File: config.mk
export PLATFORM = sky130hd
export DESIGN_NAME = counter_arbiter
export DESIGN_NICKNAME = d
export VERILOG_FILES = /design/src/rtl/counter_arbiter.sv
export SDC_FILE = /design/constraint.sdc
export NUM_CORES = 1
export LEC_CHECK = 0
export BUFFER_PORTS_ARGS = -buffer_cell sky130_fd_sc_hd__buf_4
export CAP_MARGIN = 20
export CORE_MARGIN = 1.5
export CORE_UTILIZATION = 51
export CTS_CLUSTER_DIAMETER = 60
export DETAILED_ROUTE_END_ITERATION = 10
export PLACE_DENSITY = 0.88
export REMOVE_ABC_BUFFERS = 1
export SETUP_SLACK_MARGIN = 0.2
export SLEW_MARGIN = 20
export SYNTH_ARGS = -nofsm -noshare
export SYNTH_HDL_FRONTEND = slang
export SYNTH_SLANG_ARGS = --single-unit
File: constraint.sdc
create_clock -name clk -period 3.1 [get_ports clk]
set_input_delay 0.775 -clock clk [delete_from_list [all_inputs] [get_ports clk]]
set_output_delay 0.775 -clock clk [all_outputs]
set_load 0.02 [all_outputs]
File: src/rtl/counter_arbiter.sv
// Round-robin arbiter that sequences one shared up-counter for NREQ requesters.
// Define COUNTER_ARBITER_FIXED_PRIO_EN to replace round-robin with lowest-index-wins priority.
module counter_arbiter #(
    parameter int unsigned NREQ  = 4,
    parameter int unsigned WIDTH = 4,
    localparam int unsigned OW   = (NREQ > 1) ? $clog2(NREQ) : 1
) (
    input  logic                  clk,
    input  logic                  rst,
    input  logic [NREQ-1:0]       req,
    input  logic [NREQ*WIDTH-1:0] len,
    output logic [NREQ-1:0]       gnt,
    output logic [NREQ-1:0]       done,
    output logic                  busy,
    output logic [WIDTH-1:0]      count,
    output logic [OW-1:0]         owner
);

    typedef enum logic [1:0] {StIdle, StRun, StDone} state_e;

    state_e            state_q, state_d;
    logic [WIDTH-1:0]  count_q, count_d;
    logic [WIDTH-1:0]  tgt_q, tgt_d;
    logic [OW-1:0]     owner_q, owner_d;
    logic [OW-1:0]     ptr_q, ptr_d;
    logic [NREQ-1:0]   gnt_q, gnt_d;
    logic [NREQ-1:0]   done_q, done_d;

    logic [OW-1:0]     winner;
    logic [WIDTH-1:0]  len_arr [NREQ];

    always_comb begin
        for (int i = 0; i < NREQ; i++) begin
            len_arr[i] = len[i*WIDTH +: WIDTH];
        end
    end

`ifdef COUNTER_ARBITER_FIXED_PRIO_EN
    // Descending scan: the last hit is the lowest set index.
    always_comb begin
        winner = '0;
        for (int i = NREQ - 1; i >= 0; i--) begin
            if (req[i]) winner = OW'(i);
        end
    end
`else
    localparam logic [OW:0] NREQ_V = (OW+1)'(NREQ);

    logic [NREQ-1:0] req_rot;
    logic [OW-1:0]   rr_off;
    logic [OW:0]     rr_sum;
    logic [OW-1:0]   next_ptr;

    // Rotate so bit 0 is the requester at ptr; first set bit gives the offset from ptr.
    assign req_rot = NREQ'({req, req} >> ptr_q);

    always_comb begin
        rr_off = '0;
        for (int i = NREQ - 1; i >= 0; i--) begin
            if (req_rot[i]) rr_off = OW'(i);
        end
    end

    assign rr_sum   = {1'b0, ptr_q} + {1'b0, rr_off};
    assign winner   = (rr_sum >= NREQ_V) ? OW'(rr_sum - NREQ_V) : rr_sum[OW-1:0];
    assign next_ptr = (owner_q == OW'(NREQ - 1)) ? '0 : owner_q + 1'b1;
`endif

    always_comb begin
        state_d = state_q;
        count_d = count_q;
        tgt_d   = tgt_q;
        owner_d = owner_q;
        ptr_d   = ptr_q;
        gnt_d   = gnt_q;
        done_d  = '0;

        unique case (state_q)
            StIdle: begin
                count_d = '0;
                gnt_d   = '0;
                if (|req) begin
                    owner_d = winner;
                    tgt_d   = len_arr[winner];
                    gnt_d   = NREQ'(1) << winner;
                    state_d = StRun;
                end
            end
            StRun: begin
                // Abort wins over the terminal compare.
                if (!req[owner_q]) begin
                    gnt_d   = '0;
                    count_d = '0;
`ifndef COUNTER_ARBITER_FIXED_PRIO_EN
                    ptr_d   = next_ptr;
`endif
                    state_d = StIdle;
                end else if (count_q == tgt_q) begin
                    gnt_d   = '0;
                    done_d  = NREQ'(1) << owner_q;
                    state_d = StDone;
                end else begin
                    count_d = count_q + 1'b1;
                end
            end
            StDone: begin
                count_d = '0;
`ifndef COUNTER_ARBITER_FIXED_PRIO_EN
                ptr_d   = next_ptr;
`endif
                state_d = StIdle;
            end
            default: begin
                gnt_d   = '0;
                count_d = '0;
                state_d = StIdle;
            end
        endcase
    end

    always_ff @(posedge clk or negedge rst) begin
        if (!rst) begin
            state_q <= StIdle;
            count_q <= '0;
            tgt_q   <= '0;
            owner_q <= '0;
            ptr_q   <= '0;
            gnt_q   <= '0;
            done_q  <= '0;
        end else begin
            state_q <= state_d;
            count_q <= count_d;
            tgt_q   <= tgt_d;
            owner_q <= owner_d;
            ptr_q   <= ptr_d;
            gnt_q   <= gnt_d;
            done_q  <= done_d;
        end
    end

    assign gnt   = gnt_q;
    assign done  = done_q;
    assign count = count_q;
    assign owner = owner_q;
    assign busy  = (state_q != StIdle);

endmodule
==> metrics list, run 1 <==
- Summed over all nets, the half-perimeter wirelength after detailed placement is 2270 um.
- STA classifies the critical path endpoint as a flip-flop.
* Total CTS buffers: 3
- Setup slack on the worst reg-to-reg path comes out at 0.55 ns.
- STA puts the critical path data required time at 3.29 ns.
- Worst reg-to-reg path cell count: 10
- The worst path uses between 80% and 90% of the clock period.
- The count of final hold-check violations was 0.
- Wires add up to slightly below 3000 um.
* Primary FF master, synth: sky130_fd_sc_hd__dfrtp_1
* Final critical-path required period: between 2 and 3 ns
- The repair_antennas step left the layout with diodes totalling 0.
- Die width: 54.5 um
- The tool flagged a number of max-cap violations equal to 0.
- Vias in the first global route: 1072
* NumNets Final: 198
- Buffer depth of the longest clock path: 2
* Die Footprint: between 2000 and 3000 sq um
- Setup crit start kind: flip-flop
- Height of the chip: roughly 55 um
- The total area inside the core boundary comes to around 2500 sq um.
* Number of standard cells after synthesis: around 130
- PwrDens: 975 nW/um^2
- DR DRC count: 0
- TritonCTS Sinks: 22
- Post-CTS repair changed the size of 0 cells.
* Post-CTS setup buffers: 0
- Post-synthesis async set-or-reset flop share: 100%
* Later-pin clock latency in the skew report: between 0.3 and 0.4 ns
- Clock Skews: roughly 0.0064 ns
- For this configuration, the core starts out at a cell density of between 50 and 60%.
- Maximum cell stage delay along the critical path: roughly 0.60 ns
* Area growth from synthesis to layout: 23.7%
- CTS tree: yes
* Max Freq: approximately 390 MHz
- Counting both buffers and inverters, the worst setup path holds a total of 0.
- In the global route stage, met1 resource usage came out at a little over a quarter.
* Via total after detailed routing: about 1100
- The endpoint identified for the worst register-to-register timing path is tgt_q[1].
* Area post-placement: 1640 sq um
- After detailed routing, the number of vias per cell comes to between 5 and 6.
- Min-Delay Path Class: input pin to asynchronous set/reset pin
- Entering global routing, the biggest net connects 23 pins.
* Wirelength per Cell: about 15 um
* Slowest CP cell: sky130_fd_sc_hd__dfrtp_1
- Placer Congestion: around 0.78
* Clock root buffer master: sky130_fd_sc_hd__clkbuf_4
- The initial antenna violation count came to 0.
* Count of flip-flops with a built-in enable after synthesis: 0
* Initial DRT Pass Iterations: 4
- For this design the static power due to leakage is about 0.8 nW.
- Netlist area before placement: between 1000 and 1500 sq um
* Number of primary I/O pins: 37
- At the pin with the least slew margin, the transition time is a little under 0.5 ns.
- In this run, the number of DRC markers left after iteration 0 of detailed routing was 23.
- Met3 capacity usage during global routing: ~3.3%
- The layer flagged by global routing as most heavily used is met2.
- Source of the worst register-to-register timing path: ptr_q[1]
* Most common library cell in the layout ignoring fill and taps: sky130_fd_sc_hd__buf_4
- Yosys top cell area share: 40.6%
- Setup TNS after final layout: 0 ns
* Fraction of layout cells with a size suffix above 1: between 30% and 40%
* Cell-by-cell listing of the critical path: nand2_1, a21oi_1, nor2_1, a211oi_1, a21oi_1, ha_1, mux2i_1, nor2_1, o21ai_0, o311ai_2
- Hold-fix buffer count after cts: 0
* All-layer global routing usage: a little under a quarter
* Global-route wire length before repair: 4820 um
- Critical path launch point: ptr_q[1]
- Arrival time of data at the critical path endpoint: 2.74 ns
- Synth top area cells: sky130_fd_sc_hd__dfrtp_1, sky130_fd_sc_hd__mux2i_1, sky130_fd_sc_hd__ha_1, sky130_fd_sc_hd__o311ai_2, sky130_fd_sc_hd__nor2_1
- Setup repair after global routing missed its margin: false
* VDD IR-drop max: about 570 uV
- The critical path is of the flip-flop to flip-flop type.
* Cell class contributing the biggest share of worst-path delay: compound AO/OA/AOI/OAI gates
* Number of antenna-violating nets in the routed design: 0
* Port buffer count: 36
- CTS built an H-tree with a depth of 1.
- Sequential cells were found to cover 40.6% of the synthesized design area.
- Count of unique library cells instantiated by Yosys: 36
- Averaged over all synthesized cells, the footprint is 10.2 sq um.
- Final Instance Area: 1680 sq um
- In the layout the commonest cells are sky130_fd_sc_hd__buf_4, sky130_fd_sc_hd__dfrtp_1, sky130_fd_sc_hd__nor2_1.
- Overflow left after global routing: 0
- The synthesized design spends more area on one cell type than any other, namely sky130_fd_sc_hd__dfrtp_1.
- After synthesis the netlist holds a flip-flop and latch count of 22.
* Clock transition at path regs: ~0.12 ns
- Run status: completed
* Grt met2 use: a little over two fifths
* Number of standard-cell rows in the floorplan: 18
- Final Setup Violations: 0
* Max-slew violation count: 0
- Along the worst path, the maximum fanout reaches 12.
- Yosys printed 0 warnings.
- Headroom to the max-slew limit: between 60 and 70%
-- flip-flops by register name, summed over array words and instances, names as in the netlist --
signal   flops
count        4
state_q      2
gnt          4
done         4
owner        2
tgt_q        4
ptr_q        2
-- worst register-to-register path, cell delays in order, from the launching register on --
cell and delay (ns):
sky130_fd_sc_hd__dfrtp_1 0.60, sky130_fd_sc_hd__nand2_1 0.12, sky130_fd_sc_hd__a21oi_1 0.16, sky130_fd_sc_hd__nor2_1 0.05, sky130_fd_sc_hd__a211oi_1 0.21, sky130_fd_sc_hd__a21oi_1 0.07, sky130_fd_sc_hd__ha_1 0.60, sky130_fd_sc_hd__mux2i_1 0.27
sky130_fd_sc_hd__nor2_1 0.05, sky130_fd_sc_hd__o21ai_0 0.14, sky130_fd_sc_hd__o311ai_2 0.15
-- kinds of logic after synthesis --
family	share of synthesized area (%)
buf+inv	4.43
flops	40.6
mux	9.14
fa+ha+maj	5.54
compound gates	17.7
xor+xnor	5.17
simple gates	17.4
-- metal layers --
metal | part of all wire, % | vias up
met4 | 2.3 | 0
met2 | 53 | 29
met1 | 41 | 542
li1 | - | 537
met3 | 3.0 | 7
met5 | 0 | -
-- final cells by class --
cell class / count / area, sq um
clock buffers: 4 / 36.3
fillers: 190 / 823
inverters: 6 / 22.5
multi-input cells: 99 / 744
flip-flops and latches: 22 / 551
well taps: 30 / 37.5
repair buffers: 38 / 285
-- power by group --
| part | total [mW] | internal, mW | leakage (nW) | switching [mW] |
|---|---|---|---|---|
| registers | 0.499 | 0.382 | 0.286 | 0.116 |
| clock network | 0.159 | 0.0719 | 0.0210 | 0.0870 |
| logic | 0.976 | 0.442 | 0.504 | 0.535 |
-- worst max-delay path by stage --
stage | end | slack, ns | cells past startpoint
2_1_floorplan | tgt_q[0] | 0.63 | 10
3_3_place_gp | tgt_q[1] | 0.36 | 11
3_5_place_dp | tgt_q[1] | 0.23 | 11
4_1_cts | tgt_q[1] | 0.57 | 11
5_1_grt | tgt_q[3] | 0.35 | 10
6_report | tgt_q[1] | 0.55 | 10
-- per-stage QoR --
| step | cells | hold WS [ns] | setup WS [ns] | power [mW] | utilization, % |
|---|---|---|---|---|---|
| global placement | 195 | 0.497 | 0.364 | 1.42 | 65.6 |
| floorplan | 127 | 0.479 | 0.633 | 1.19 | - |
| global route | 199 | 0.324 | 0.354 | 1.77 | 67.1 |
| detailed placement | 195 | 0.500 | 0.229 | 1.48 | 65.6 |
| finish | 199 | 0.314 | 0.546 | 1.63 | 67.1 |
| CTS | 199 | 0.320 | 0.570 | 1.64 | 67.1 |
-- Yosys cell counts, drive strengths merged (2+ instances only) --
cell      n
o2bb2ai   2
nor2     16
nand4     2
a21oi     4
nor3b     3
o21a      2
a22o      2
mux2i     9
buf       5
nor2b     3
inv       6
and3b     2
xnor2     6
o21ai    12
o311ai    4
ha        6
nand2    10
dfrtp    22
xor2      2
and2      4
No activity file was read; power rests on OpenSTA's default activity.
==> run 2, diff against run 1 <==
- ABC_AREA: default -> 1
- clock period: 3.1 -> 2.5 ns (I/O delays scaled with it)
==> run 2 against run 1 <==
Routed wire length grew 2.3%. First-iteration DRC count shrank 13%. Combinational power grew 42%. Area after synthesis shrank 2.8%. Total power grew 39%. Critical path type unchanged. Critical endpoint is now tgt_q[3]. Largest cell class unchanged.
==> metrics list, run 2 <==
* Yosys warns: 0 (unchanged)
- Commonest non-fill, non-tap cells in the layout: sky130_fd_sc_hd__nand2_1, sky130_fd_sc_hd__buf_4, sky130_fd_sc_hd__nand3_1
* Max Freq: 483 MHz (+23%)
- Area post-placement: 1620 sq um (-1.1%)
* Final HPWL from detailed placement: 2350 um (+3.5%)
* Arrival time of data at the critical path endpoint: 2.34 ns (-0.40 ns)
- All-layer global routing usage: 23.3% (about the same)
- The final net count was 228 (+15%).
- The compound-cell area share of the yosys netlist is 6.08% (-12 points).
- Max-slew violation count: 0 (unchanged)
* Total CTS buffers: 3 (unchanged)
* Min-Delay Path Class: input pin to asynchronous set/reset pin
- XOR/XNOR Fraction of Synth Area: 4.56% (-0.61 points)
* Setup repair after global routing missed its margin: false
- Number of standard-cell rows in the floorplan: 18 (unchanged)
* Number of standard cells after synthesis: 160 (+20%)
- By area the synthesized netlist is led by sky130_fd_sc_hd__dfrtp_1, sky130_fd_sc_hd__nand2_1, sky130_fd_sc_hd__nand3_1, sky130_fd_sc_hd__mux2i_1, sky130_fd_sc_hd__ha_1.
* CTS tree: yes
- The count of cell types in the netlist came to 25 (-31%).
- The latest clock arrival within the worst-skew pair is 0.32 ns (about the same).
* TritonCTS Sinks: 22 (unchanged)
- The average cell area after synthesis is 8.23 sq um (-19%).
- Overflow left after global routing: 0 (unchanged)
* Max-capacitance violation count: 0 (unchanged)
- Period Utilization, post-route: 82.8% (+0.37 points)
* Run status: completed
- Most common library cell in the layout ignoring fill and taps: sky130_fd_sc_hd__nand2_1
- The chip height was 53.8 um (-1.3%).
- The total length of routed wires came to 2970 um (+2.3%).
- The global-route wire length before repair is 4960 um (+3.0%).
- The worst setup path is launched from a flip-flop.
* Synth area leader: sky130_fd_sc_hd__dfrtp_1
* Leakage component of the power: 0.867 nW (+6.9%)
- Die Footprint: 2900 sq um (-2.6%)
* Floorplan core area: 2450 sq um (-1.8%)
* Worst endpoint required time: 2.77 ns (-0.52 ns)
- Combinational share of power: 61.2% (+1.4 points)
- The cell internal power dissipation is 1.18 mW (+32%).
- The clock-pin slew of the registers on the worst-case setup and hold paths is 0.13 ns (about the same).
- The async set or reset register ratio after synthesis is 100% (unchanged).
- The most used flip-flop cell after synthesis is sky130_fd_sc_hd__dfrtp_1.
- Seq cells post-synth: 22 (unchanged)
* Most repeated cell in the gate-level netlist after synthesis: sky130_fd_sc_hd__nand2_1
* Storage element area: 552 sq um (+0.23%)
* Largest net degree at the start of global routing: 23 (unchanged)
* Buffer depth of the longest clock path: 2 (unchanged)
- Netlist area before placement: 1320 sq um (-2.8%)
- The detail-routed net length per standard cell came to 13.0 um (-11%).
- The top-area cell type share of the netlist area is 41.8% (+1.2 points).
- Relative contribution of sequential cells to total power: 26.6% (-3.9 points)
* Part of the power in the clock network: 12.2% (+2.5 points)
- Vias in the first global route: 1211 (+13%)
- STA classifies the critical path endpoint as a flip-flop.
- Highest fanout seen on the critical path: 8 (-4)
- The cell sitting at the root of the clock tree is a sky130_fd_sc_hd__clkbuf_4.
- Slew at the pin closest to its max-slew limit: 0.515 ns (+0.0278 ns)
* Port buffer count: 36 (unchanged)
- Initial DRC count: 20 (-13%)
- Number of antenna violations at the first check in global routing: 0 (unchanged)
- Final Setup Violations: 0 (unchanged)
- Number of fill cells in the layout: 204 (+7.4%)
- Register area share after synthesis: 41.8% (+1.2 points)
- Final critical-path required period: 2.07 ns (-0.485 ns)
* Headroom to the max-slew limit: 65.4% (-2.2 points)
* Fraction of layout cells with a size suffix above 1: 30.2% (-0.62 points)
- Hold-fix buffer count after cts: 0 (unchanged)
- Initial DRT Pass Iterations: 4 (unchanged)
- DR DRC count: 0 (unchanged)
- The simple logic cell fraction of the synthesized area was 30.7% (+13 points).
* VDD IR-drop max: 926 uV (+63%)
- Compared with the post-synthesis result, the final layout area differs by 27.4%.
- Die width: 53.8 um (-1.3%)
* Synthesized-area fraction occupied by adder cells: 5.70% (+0.16 points)
- Placer Congestion: 0.804 (+3.5%)
- Maximum level of the CTS H-tree: 1 (unchanged)
* Top cell types by occurrence after synthesis: sky130_fd_sc_hd__nand2_1, sky130_fd_sc_hd__dfrtp_1, sky130_fd_sc_hd__nand3_1
- Design Power: 2.27 mW (+39%)
- The number of synthesized flops with an enable pin was 0 (unchanged).
- Starting density of the core: 53.7% (-0.53 points)
* Setup TNS after final layout: 0 ns (unchanged)
- The power density over the cells came to 1360 nW/um^2 (+39%).
- Average vias per placed instance: 5.21 (-7.1%)
* Hold_ws: 0.166 ns (-0.147 ns)
- The multi-input logic area is 702 sq um (-5.7%).
* Number of primary I/O pins: 37 (unchanged)
- Number of antenna-violating nets in the routed design: 0 (unchanged)
* Via total after detailed routing: 1192 (+6.9%)
- The switching share of power is 47.9% (+2.8 points).
* Antenna diode instance count: 0 (unchanged)
- By area, the combinational part of the netlist is dominated by simple AND/OR/NAND/NOR gates.
- Final Instance Area: 1680 sq um (about the same)
- Count of endpoints failing hold in the final timing report: 0 (unchanged)
* Clock Skews: 0.00260 ns (-0.00380 ns)
- Proportion of synthesized area in mux cells: 6.08% (-3.1 points)
- The switching power of the nets is 1.09 mW (+48%).
- By startpoint and endpoint, the worst setup path is classified as flip-flop to flip-flop.
## run 2: worst paths after layout
check,start,endpoint,slack (ns),cells after the start
setup / recovery,ptr_q[1],tgt_q[3],0.43,13
hold reg to reg,gnt[2],gnt[2],0.52,2
setup reg to reg,ptr_q[1],tgt_q[3],0.43,13
max in group asynchronous,rst,ptr_q[0],2.10,1
hold / removal,rst,state_q[0],0.17,1
min in group clk,gnt[2],gnt[2],0.52,2
## run 2: power groups by stage
stage / combinational [mW] / sequential (mW) / clock [mW]
floorplan: 1.01 / 0.634 / 0
global placement: 1.32 / 0.598 / 0
detailed placement: 1.38 / 0.606 / 0
CTS: 1.39 / 0.600 / 0.277
global route: 1.56 / 0.617 / 0.288
finish: 1.39 / 0.605 / 0.278
## run 2: per-layer routing
layer  up-vias  wire, um  global-route usage, %
li1        598         -                      -
met1       546      1200                   27.4
met2        42      1610                   43.5
met3         6       119                   2.78
met4         0        40                   7.26
met5         -         0                      0
## run 2: logic make-up (layout without fill, tap and decap cells)
group           after synthesis  count (layout)
xor+xnor                      6               6
flops                        22              22
fa+ha+maj                     6               6
simple gates                 86              86
buf+inv                      18              57
compound gates               14              14
mux                           8               8
## run 2: through the flow
stage	setup WS (ns)	instances	utilization, %
finish	0.431	229	68.3
global route	0.245	229	68.3
CTS	0.320	229	68.2
floorplan	0.498	159	-
global placement	0.274	225	66.1
detailed placement	0.119	225	66.1
## run 2: area by class of cell
class / count / share of cell area (%)
clock buffer: 3 / 1.34
multi-input combinational: 120 / 41.8
tap: 30 / 2.24
clock inverter: 1 / 1.79
inverter: 17 / 3.80
sequential: 22 / 32.9
timing repair buffer: 36 / 16.1
## run 2: critical path, cell delays in order, from the launching register on
cell                       delay, ns
sky130_fd_sc_hd__dfrtp_1        0.50
sky130_fd_sc_hd__inv_2          0.13
sky130_fd_sc_hd__nand3_1        0.08
sky130_fd_sc_hd__nand2_1        0.10
sky130_fd_sc_hd__nand3_1        0.07
sky130_fd_sc_hd__a21boi_0       0.18
sky130_fd_sc_hd__ha_2           0.24
sky130_fd_sc_hd__xor2_2         0.24
sky130_fd_sc_hd__inv_2          0.07
sky130_fd_sc_hd__nand3_4        0.12
sky130_fd_sc_hd__nand2_4        0.09
sky130_fd_sc_hd__nand2_1        0.08
sky130_fd_sc_hd__nand3_1        0.07
sky130_fd_sc_hd__nand2_1        0.07
## run 2: repair_timing
action,CTS,global route
endpoints found under the setup margin,0,4
setup buffers,0,0
gates resized for setup,0,2
